[src/rtl/config_stream_loader_pkg.sv]
// Shared definitions for the configuration stream loader: bus defaults,
// FSM state encodings and tile module-select codes.
package config_stream_loader_pkg;

    // Address no tile decodes (tile_id 0xFFFF is never assigned)
    localparam logic [31:0] IDLE_ADDR_DEF = 32'hFFFF_FFFF;
    // Record address that ends a bitstream
    localparam logic [31:0] TERM_ADDR_DEF = 32'hFFFF_FFFF;

    typedef enum logic [1:0] {
        ST_IDLE  = 2'd0,
        ST_LOAD  = 2'd1,
        ST_ISSUE = 2'd2,
        ST_DONE  = 2'd3
    } state_t;

    // module_sel values carried in config_addr[31:16]
    localparam logic [15:0] CONFIG_SB      = 16'd7;
    localparam logic [15:0] CONFIG_CB0     = 16'd6;
    localparam logic [15:0] CONFIG_CB1     = 16'd5;
    localparam logic [15:0] CONFIG_COMPUTE = 16'd4;

    // Saturating 16-bit increment for the issued-record counter
    function automatic logic [15:0] sat_inc16(input logic [15:0] v);
        return (v == 16'hFFFF) ? v : v + 16'd1;
    endfunction

endpackage

[src/rtl/config_stream_loader_assembler.sv]
// Byte-to-record assembler: keeps the first seven bytes of a record and
// presents the full 64-bit record combined with the byte on the input, so
// the top can act on the completed record on the edge that accepts byte 7.
module cfg_record_assembler (
    input  logic        clk,
    input  logic        reset,
    input  logic        i_clear,
    input  logic        i_shift,
    input  logic [7:0]  i_byte,
    output logic [63:0] o_record,
    output logic        o_last
);

    logic [55:0] r_rec;
    logic [2:0]  r_cnt;

    // Shift bytes in MSB-first; counter wraps 7 -> 0 after the last byte
    always_ff @(posedge clk or negedge reset) begin
        if (!reset) begin
            r_rec <= '0;
            r_cnt <= '0;
        end else if (i_clear) begin
            r_cnt <= '0;
        end else if (i_shift) begin
            r_rec <= {r_rec[47:0], i_byte};
            r_cnt <= r_cnt + 3'd1;
        end
    end

    assign o_record = {r_rec, i_byte};
    assign o_last   = (r_cnt == 3'd7);

endmodule

[src/rtl/config_stream_loader.sv]
// Configuration stream loader: assembles 8-byte {addr,data} records from a
// byte stream and broadcasts each on the tile configuration bus for
// HOLD_CYCLES clocks, parking the bus on IDLE_ADDR otherwise.
module config_stream_loader
    import config_stream_loader_pkg::*;
#(
    parameter int          HOLD_CYCLES = 1,
    parameter logic [31:0] IDLE_ADDR   = IDLE_ADDR_DEF,
    parameter logic [31:0] TERM_ADDR   = TERM_ADDR_DEF
) (
    input  logic        clk,
    input  logic        reset,
    input  logic        start,
    input  logic [7:0]  in_data,
    input  logic        in_valid,
    output logic        in_ready,
    output logic [31:0] config_addr,
    output logic [31:0] config_data,
    output logic        busy,
    output logic        done,
    output logic [15:0] write_count
);

    localparam logic [3:0] HOLD_LAST = 4'(HOLD_CYCLES - 1);

    state_t      r_state;
    state_t      w_state_nxt;
    logic [3:0]  r_hold;
    logic [31:0] r_addr;
    logic [31:0] r_data;
    logic        r_done;
    logic [15:0] r_write_count;

    logic        w_accept;
    logic        w_shift;
    logic        w_last;
    logic        w_rec_end;
    logic        w_is_term;
    logic        w_hold_done;
    logic [63:0] w_record;

    assign w_accept    = in_valid && in_ready;
    // A start in the same cycle discards the byte
    assign w_shift     = w_accept && !start;
    assign w_rec_end   = w_shift && w_last;
    assign w_is_term   = (w_record[63:32] == TERM_ADDR);
    assign w_hold_done = (r_state == ST_ISSUE) && (r_hold == HOLD_LAST);

    cfg_record_assembler u_asm (
        .clk      (clk),
        .reset    (reset),
        .i_clear  (start),
        .i_shift  (w_shift),
        .i_byte   (in_data),
        .o_record (w_record),
        .o_last   (w_last)
    );

    // State register
    always_ff @(posedge clk or negedge reset) begin
        if (!reset) r_state <= ST_IDLE;
        else        r_state <= w_state_nxt;
    end

    // Next-state: start overrides everything
    always_comb begin
        w_state_nxt = r_state;
        if (start) begin
            w_state_nxt = ST_LOAD;
        end else begin
            case (r_state)
                ST_LOAD:  if (w_rec_end) w_state_nxt = w_is_term ? ST_DONE : ST_ISSUE;
                ST_ISSUE: if (w_hold_done) w_state_nxt = ST_LOAD;
                default:  w_state_nxt = r_state;
            endcase
        end
    end

    // Combinational handshake/status decode
    always_comb begin
        in_ready = (r_state == ST_LOAD);
        busy     = (r_state == ST_LOAD) || (r_state == ST_ISSUE);
    end

    // Bus drive, hold counter and done flag
    always_ff @(posedge clk or negedge reset) begin
        if (!reset) begin
            r_addr <= IDLE_ADDR;
            r_data <= '0;
            r_hold <= '0;
            r_done <= 1'b0;
        end else if (start) begin
            r_addr <= IDLE_ADDR;
            r_data <= '0;
            r_hold <= '0;
            r_done <= 1'b0;
        end else if (r_state == ST_LOAD && w_rec_end) begin
            r_hold <= '0;
            if (w_is_term) begin
                r_done <= 1'b1;
            end else begin
                r_addr <= w_record[63:32];
                r_data <= w_record[31:0];
            end
        end else if (r_state == ST_ISSUE) begin
            if (w_hold_done) begin
                r_addr <= IDLE_ADDR;
                r_data <= '0;
                r_hold <= '0;
            end else begin
                r_hold <= r_hold + 4'd1;
            end
        end
    end

    // Issued-record counter, bumped when a record leaves the bus
    always_ff @(posedge clk or negedge reset) begin
        if (!reset)           r_write_count <= '0;
        else if (start)       r_write_count <= '0;
        else if (w_hold_done) r_write_count <= sat_inc16(r_write_count);
    end

    assign config_addr = r_addr;
    assign config_data = r_data;
    assign done        = r_done;
    assign write_count = r_write_count;

endmodule

[config.mk]
export PLATFORM = sky130hd
export DESIGN_NAME = config_stream_loader
export DESIGN_NICKNAME = d
export VERILOG_FILES = /design/src/rtl/config_stream_loader_pkg.sv /design/src/rtl/config_stream_loader_assembler.sv /design/src/rtl/config_stream_loader.sv
export SDC_FILE = /design/constraint.sdc
export NUM_CORES = 1
export LEC_CHECK = 0
export BUFFER_PORTS_ARGS = -buffer_cell sky130_fd_sc_hd__clkbuf_2
export CAP_MARGIN = 10
export CORE_MARGIN = 1.5
export CORE_UTILIZATION = 60
export CTS_CLUSTER_DIAMETER = 50
export DETAILED_ROUTE_END_ITERATION = 8
export PLACE_DENSITY_LB_ADDON = 0.05
export SLEW_MARGIN = 5
export SYNTH_ARGS = -nofsm -noshare
export SYNTH_HDL_FRONTEND = slang
export SYNTH_HIERARCHICAL = 1
export SYNTH_SLANG_ARGS = --single-unit
[constraint.sdc]
create_clock -name clk -period 4.09 [get_ports clk]
set_input_delay 1.0225 -clock clk [delete_from_list [all_inputs] [get_ports clk]]
set_output_delay 1.0225 -clock clk [all_outputs]
set_load 0.005 [all_outputs]
* Yosys cells after proc, flatten, opt, wreduce, memory -nomap -nowiden
Cells that the tools add are included.
** Operators by class
- Eq/ne operators :: 9
- Magnitude comparators :: 0
- Mux-type cells :: 27
- Reduce and logical (&&, ||, !) cells :: 20
- Bitwise gates (word level) :: 1
- Divide/modulo/power cells :: 0
- Add/subtract/negate cells :: 3
- Multipliers :: 0
- Shift operators :: 0
** Operator list (number)
- 32-bit two-way mux :: 10
- 16-bit two-way mux :: 3
- 32-bit == test (second input constant) :: 1
- 16-bit by 1-bit adder with 16-bit output (second input constant) :: 1
- 16-bit == test (second input constant) :: 1
- 4-bit two-way mux :: 4
- 3-bit nonzero test :: 3
- 2-bit nonzero test :: 4
- 2-bit two-way mux :: 3
- 3-bit two-way mux :: 2
- 3-bit != test (second input constant) :: 2
- 2-bit AND reduction :: 3
- 3-bit AND reduction :: 2
- 1-bit logical AND :: 5
- 4-bit by 1-bit adder with 4-bit output (second input constant) :: 1
- 4-bit logical NOT :: 1
- 1-bit two-way mux :: 4
- 2-bit case mux with 2 select lines :: 1
- 3-bit by 1-bit adder with 3-bit output (second input constant) :: 1
- 3-bit == test (second input constant) :: 1
- 3-bit by 2-bit != test with 1-bit output (second input constant) :: 1
- 2-bit by 1-bit == test with 1-bit output (second input constant) :: 1
- 2-bit == test (second input constant) :: 1
- 2-bit != test (second input constant) :: 1
- other kinds (3) :: 3
** Word-level totals
- Latch bits :: 0
- Memory bits (read-only) :: 0
- Memory bits (writable) :: 0
- Memories :: 0
- Output and inout bits :: 83
- Register bits :: 146

* Longest topological paths before layout
- Depth in word-level cells :: 7
- Mapped depth :: 8
- Depth with buffers taken out :: 6

* Hierarchy
Netlist, hierarchy kept.
** By module, submodules not included
- config_stream_loader :: cells an instance 303, area each 3798.6 µm², times used 1
- cfg_record_assembler :: cells an instance 138, area each 2503.7 µm², times used 1

* Least setup slack after synthesis
No wires, ideal clock.
- Path kind :: in2reg
- Start :: in start
- End :: reg u_asm.r_rec[10]
- Setup slack :: 1.236 ns
- Arrival time :: 2.729 ns
- Cell stages on the path :: 8
- Buffers on the path :: 5
- Cell sequence :: clkbuf_1 > clkbuf_1 > clkbuf_1 > nor2_1 > nor2b_4 > buf_12 > buf_12 > mux2_4
** Between the ends
- Longest elaborated chain between the ends :: 3
** Ends and longest elaborated chain
- start: declaration :: line config_stream_loader.sv:13 : input logic start,
- 1-bit logical NOT :: line config_stream_loader.sv:44 : assign w_shift = w_accept && !start;
- 1-bit logical AND :: line config_stream_loader.sv:44
- net w_shift :: line config_stream_loader.sv:35 : logic w_shift;
- 2-bit AND reduction (no line)
- end signal: assignment :: line config_stream_loader_assembler.sv:25 : r_rec <= {r_rec[47:0], i_byte};
- end: declaration :: line config_stream_loader_assembler.sv:14 : logic [55:0] r_rec;
The timed path passes the listed nets, and every way through them passes these cells.
A chain may end at the register's enable or synchronous reset.

* Final worst setup path
- Start :: in start
- End :: reg u_asm.r_rec[46]
Same word-level chain as after synthesis.

==> impl_results.md <==
- Die area: 11100 um2
- Drt wl/cell: 18.4 um
- Register bit total from synthesis: 146
- Synthesized cell area: 6300 um2
- Tcrit/Tclk final: 60.0%
- WHS: 0.496 ns
- Critical path's slowest cell: nor2_1
- Routed Antenna Nets: 0
- Top Family by Delay on Critical Path: buffers and inverters
- Reg clk slew, reported paths: 0.06 ns
- Critical Path AT: 2.85 ns
- Hold buffers post-CTS: 0
- Placed Area: 6730 um2
- Syn_nets: 460
- Nets: 544
- Initial antenna violation count: 0
- CTS tree: yes
- Top_reg_cell synth: dfrtp_1
- Post-Layout Inst Area: 7400 um2
- Skew-Pair Late Insertion Delay: 0.52 ns
- Fin. Hold Viols: 0
- CTS buffer count: 17
- Setup TNS: 0 ns
- DP Cell Count: 642
- IO Pins: 95
- Clock root buffer: clkbuf_8
- H-Tree Depth: 4
- WS Path Type: in2reg
- Routed WL: 12.4 mm
- Layout area overhead: 17.4%
- Worst hold path class: reg2reg
- Final min period: 2.45 ns
- Grt total ovfl: 0
- Commonest non-fill, non-tap cell in the layout: dfrtp_1
- DPL Wire Length: 7.67 mm
- Max-slew headroom: 40.4%
- First drt pass iteration count: 4
- Initial Utilization: 61.3%
- Count of cell types in the netlist: 54
- Startpoint class of the critical path: input port
- Critical Path RT: 4.49 ns
- Crit-path cells: clkbuf_2 > nor2_1 > nor2b_4 > buf_12 > mux2_2
- Crit-path max cell delay: 0.43 ns
- Total of max-cap violations: 0
- Mapped Avg Cell Area: 14.3 um2
- Slew Limit Fails: 0
- Asr flop ratio synth: 100%
- Detailed Route Iter0 Violations: 230
- Clock Tree Buf Depth: 2
- Core area: 10300 um2
- Via count of the first global-routing pass: 3852
- Setup crit end kind: flop
- Cell count after synthesis: 441
- Synth Area in Compound Gates: 12.7%
- Finished Layout Cells: 674
- Fmax: 0.408 GHz
- Worst-Margin Slew: 0.894 ns
- Post CTS Setup Buffer Count: 0
- CP Buf/Inv Count: 2
- Largest net degree at the start of global routing: 99
- Register area share after synthesis: 58.6%
- Simple-Gate Fraction of Synth Area: 7.74%
- RSZ-0062 raised after global routing: no
- Warnings from Yosys: 6
- Pwr Density: 563 nW/um2
- Vias per inst: 5.88
- # setup viols final: 0
- Run status: finished, final reports clean
- Port Buffers: 94
- Chip width: 105 um
- Mux cell area share after synthesis: 13.9%
- GRT Util Overall: 23.5%
- Tot Pwr: 4170 uW
- Chip height: 105 um
- Row count: 37
- Post-CTS sizing: 0
- Via total after detailed routing: 3962
- # clock sinks: 146
- Worst Path Max Fanout: 56
- VDD IR max: 0.309 mV
- Combinational family with the most area after synthesis: multiplexers
- Clk_skew: 0.00815 ns
- Most frequent cells in the layout: dfrtp_1 (114), clkbuf_2 (93), mux2_4 (40)
- Drt drc: 0
- RD Place Congestion: 0.752
- First-pass GRT wire length: 20.3 mm
- Post-synthesis adder-cell area fraction: 1.39%
- Static Leakage: 0.00341 uW
- Ant diodes: 0
- Post-synth EDFFs: 0
- Share of cells above drive strength 1: 42.8%
- XOR/XNOR Fraction of Synth Area: 0.417%
## cell families (layout without fill, tap and decap cells)
logic type      after synthesis  after routing
compound gates               97             97
simple gates                 80             80
xor+xnor                      3              3
mux                          65             65
buf+inv                      43            140
flops                       146            146
fa+ha+maj                     7              7
## registers in the layout (all words and copies together), names as in the netlist
name / cells
r_hold: 4
config_data: 32
r_state: 2
u_asm/r_cnt: 3
u_asm/r_rec: 56
config_addr: 32
done: 1
write_count: 16
## layer usage
metal,wire length [um],GRT usage [%],vias to the layer above
met5,0,0,-
met4,165,7.82,0
met3,505,6.49,16
met2,5650,33.7,96
met1,6050,34.9,2023
li1,-,-,1827
## layout make-up
| type | count | area [um2] |
|---|---|---|
| clock buffer | 19 | 442 |
| clock inverter | 13 | 230 |
| fill | 747 | 2880 |
| inverter | 8 | 30.0 |
| multi-input combinational | 252 | 2280 |
| sequential | 146 | 3690 |
| tap | 136 | 170 |
| timing repair buffer | 100 | 547 |
## power by group
group	total [uW]	leakage [uW]	switching [uW]	internal [uW]
registers	1980	0.00184	289	1690
clock network	1740	0.000320	589	1150
logic	450	0.00125	135	314
## through the flow
stage	utilization, %	setup WS [ns]
floorplan	-	1.24
global placement	65.4	1.17
detailed placement	65.4	1.12
CTS	72.0	1.64
global route	72.0	1.51
finish	72.0	1.64
## Yosys cell counts (6+ instances only)
library cell  count  area share (%)
nand2_1           8            0.48
dfrtp_1         114              45
inv_1             8            0.48
buf_6             6             1.1
clkbuf_1          8            0.48
o22a_1           32             4.4
o31ai_1           8            0.95
nor2_1           15            0.89
a21oi_1          12            0.95
mux2_2           17             3.0
buf_4             9             1.1
mux2_4           40             9.5
dfstp_2          32              13
nand4_1          14             1.4
ha_1              7             1.4
or4_1            10             1.2
a22o_1           32             4.4
## worst paths after layout
check | start | end | slack [ns] | cells past startpoint
max | start | u_asm/r_rec[46]$_DFFE_PN0P_ | 1.64 | 5
min | config_data[9]$_DFFE_PN0P_ | config_data[9]$_DFFE_PN0P_ | 0.50 | 1
max reg2reg | r_state[0]$_DFFE_PN0P_ | write_count[15]$_DFFE_PN0P_ | 1.73 | 6
min reg2reg | config_data[9]$_DFFE_PN0P_ | config_data[9]$_DFFE_PN0P_ | 0.50 | 1
max in group asynchronous | reset | config_addr[5]$_DFFE_PN1P_ | 2.71 | 2
min in group asynchronous | reset | u_asm/r_rec[53]$_DFFE_PN0P_ | 0.58 | 1
(Power assumes the default switching activity.)
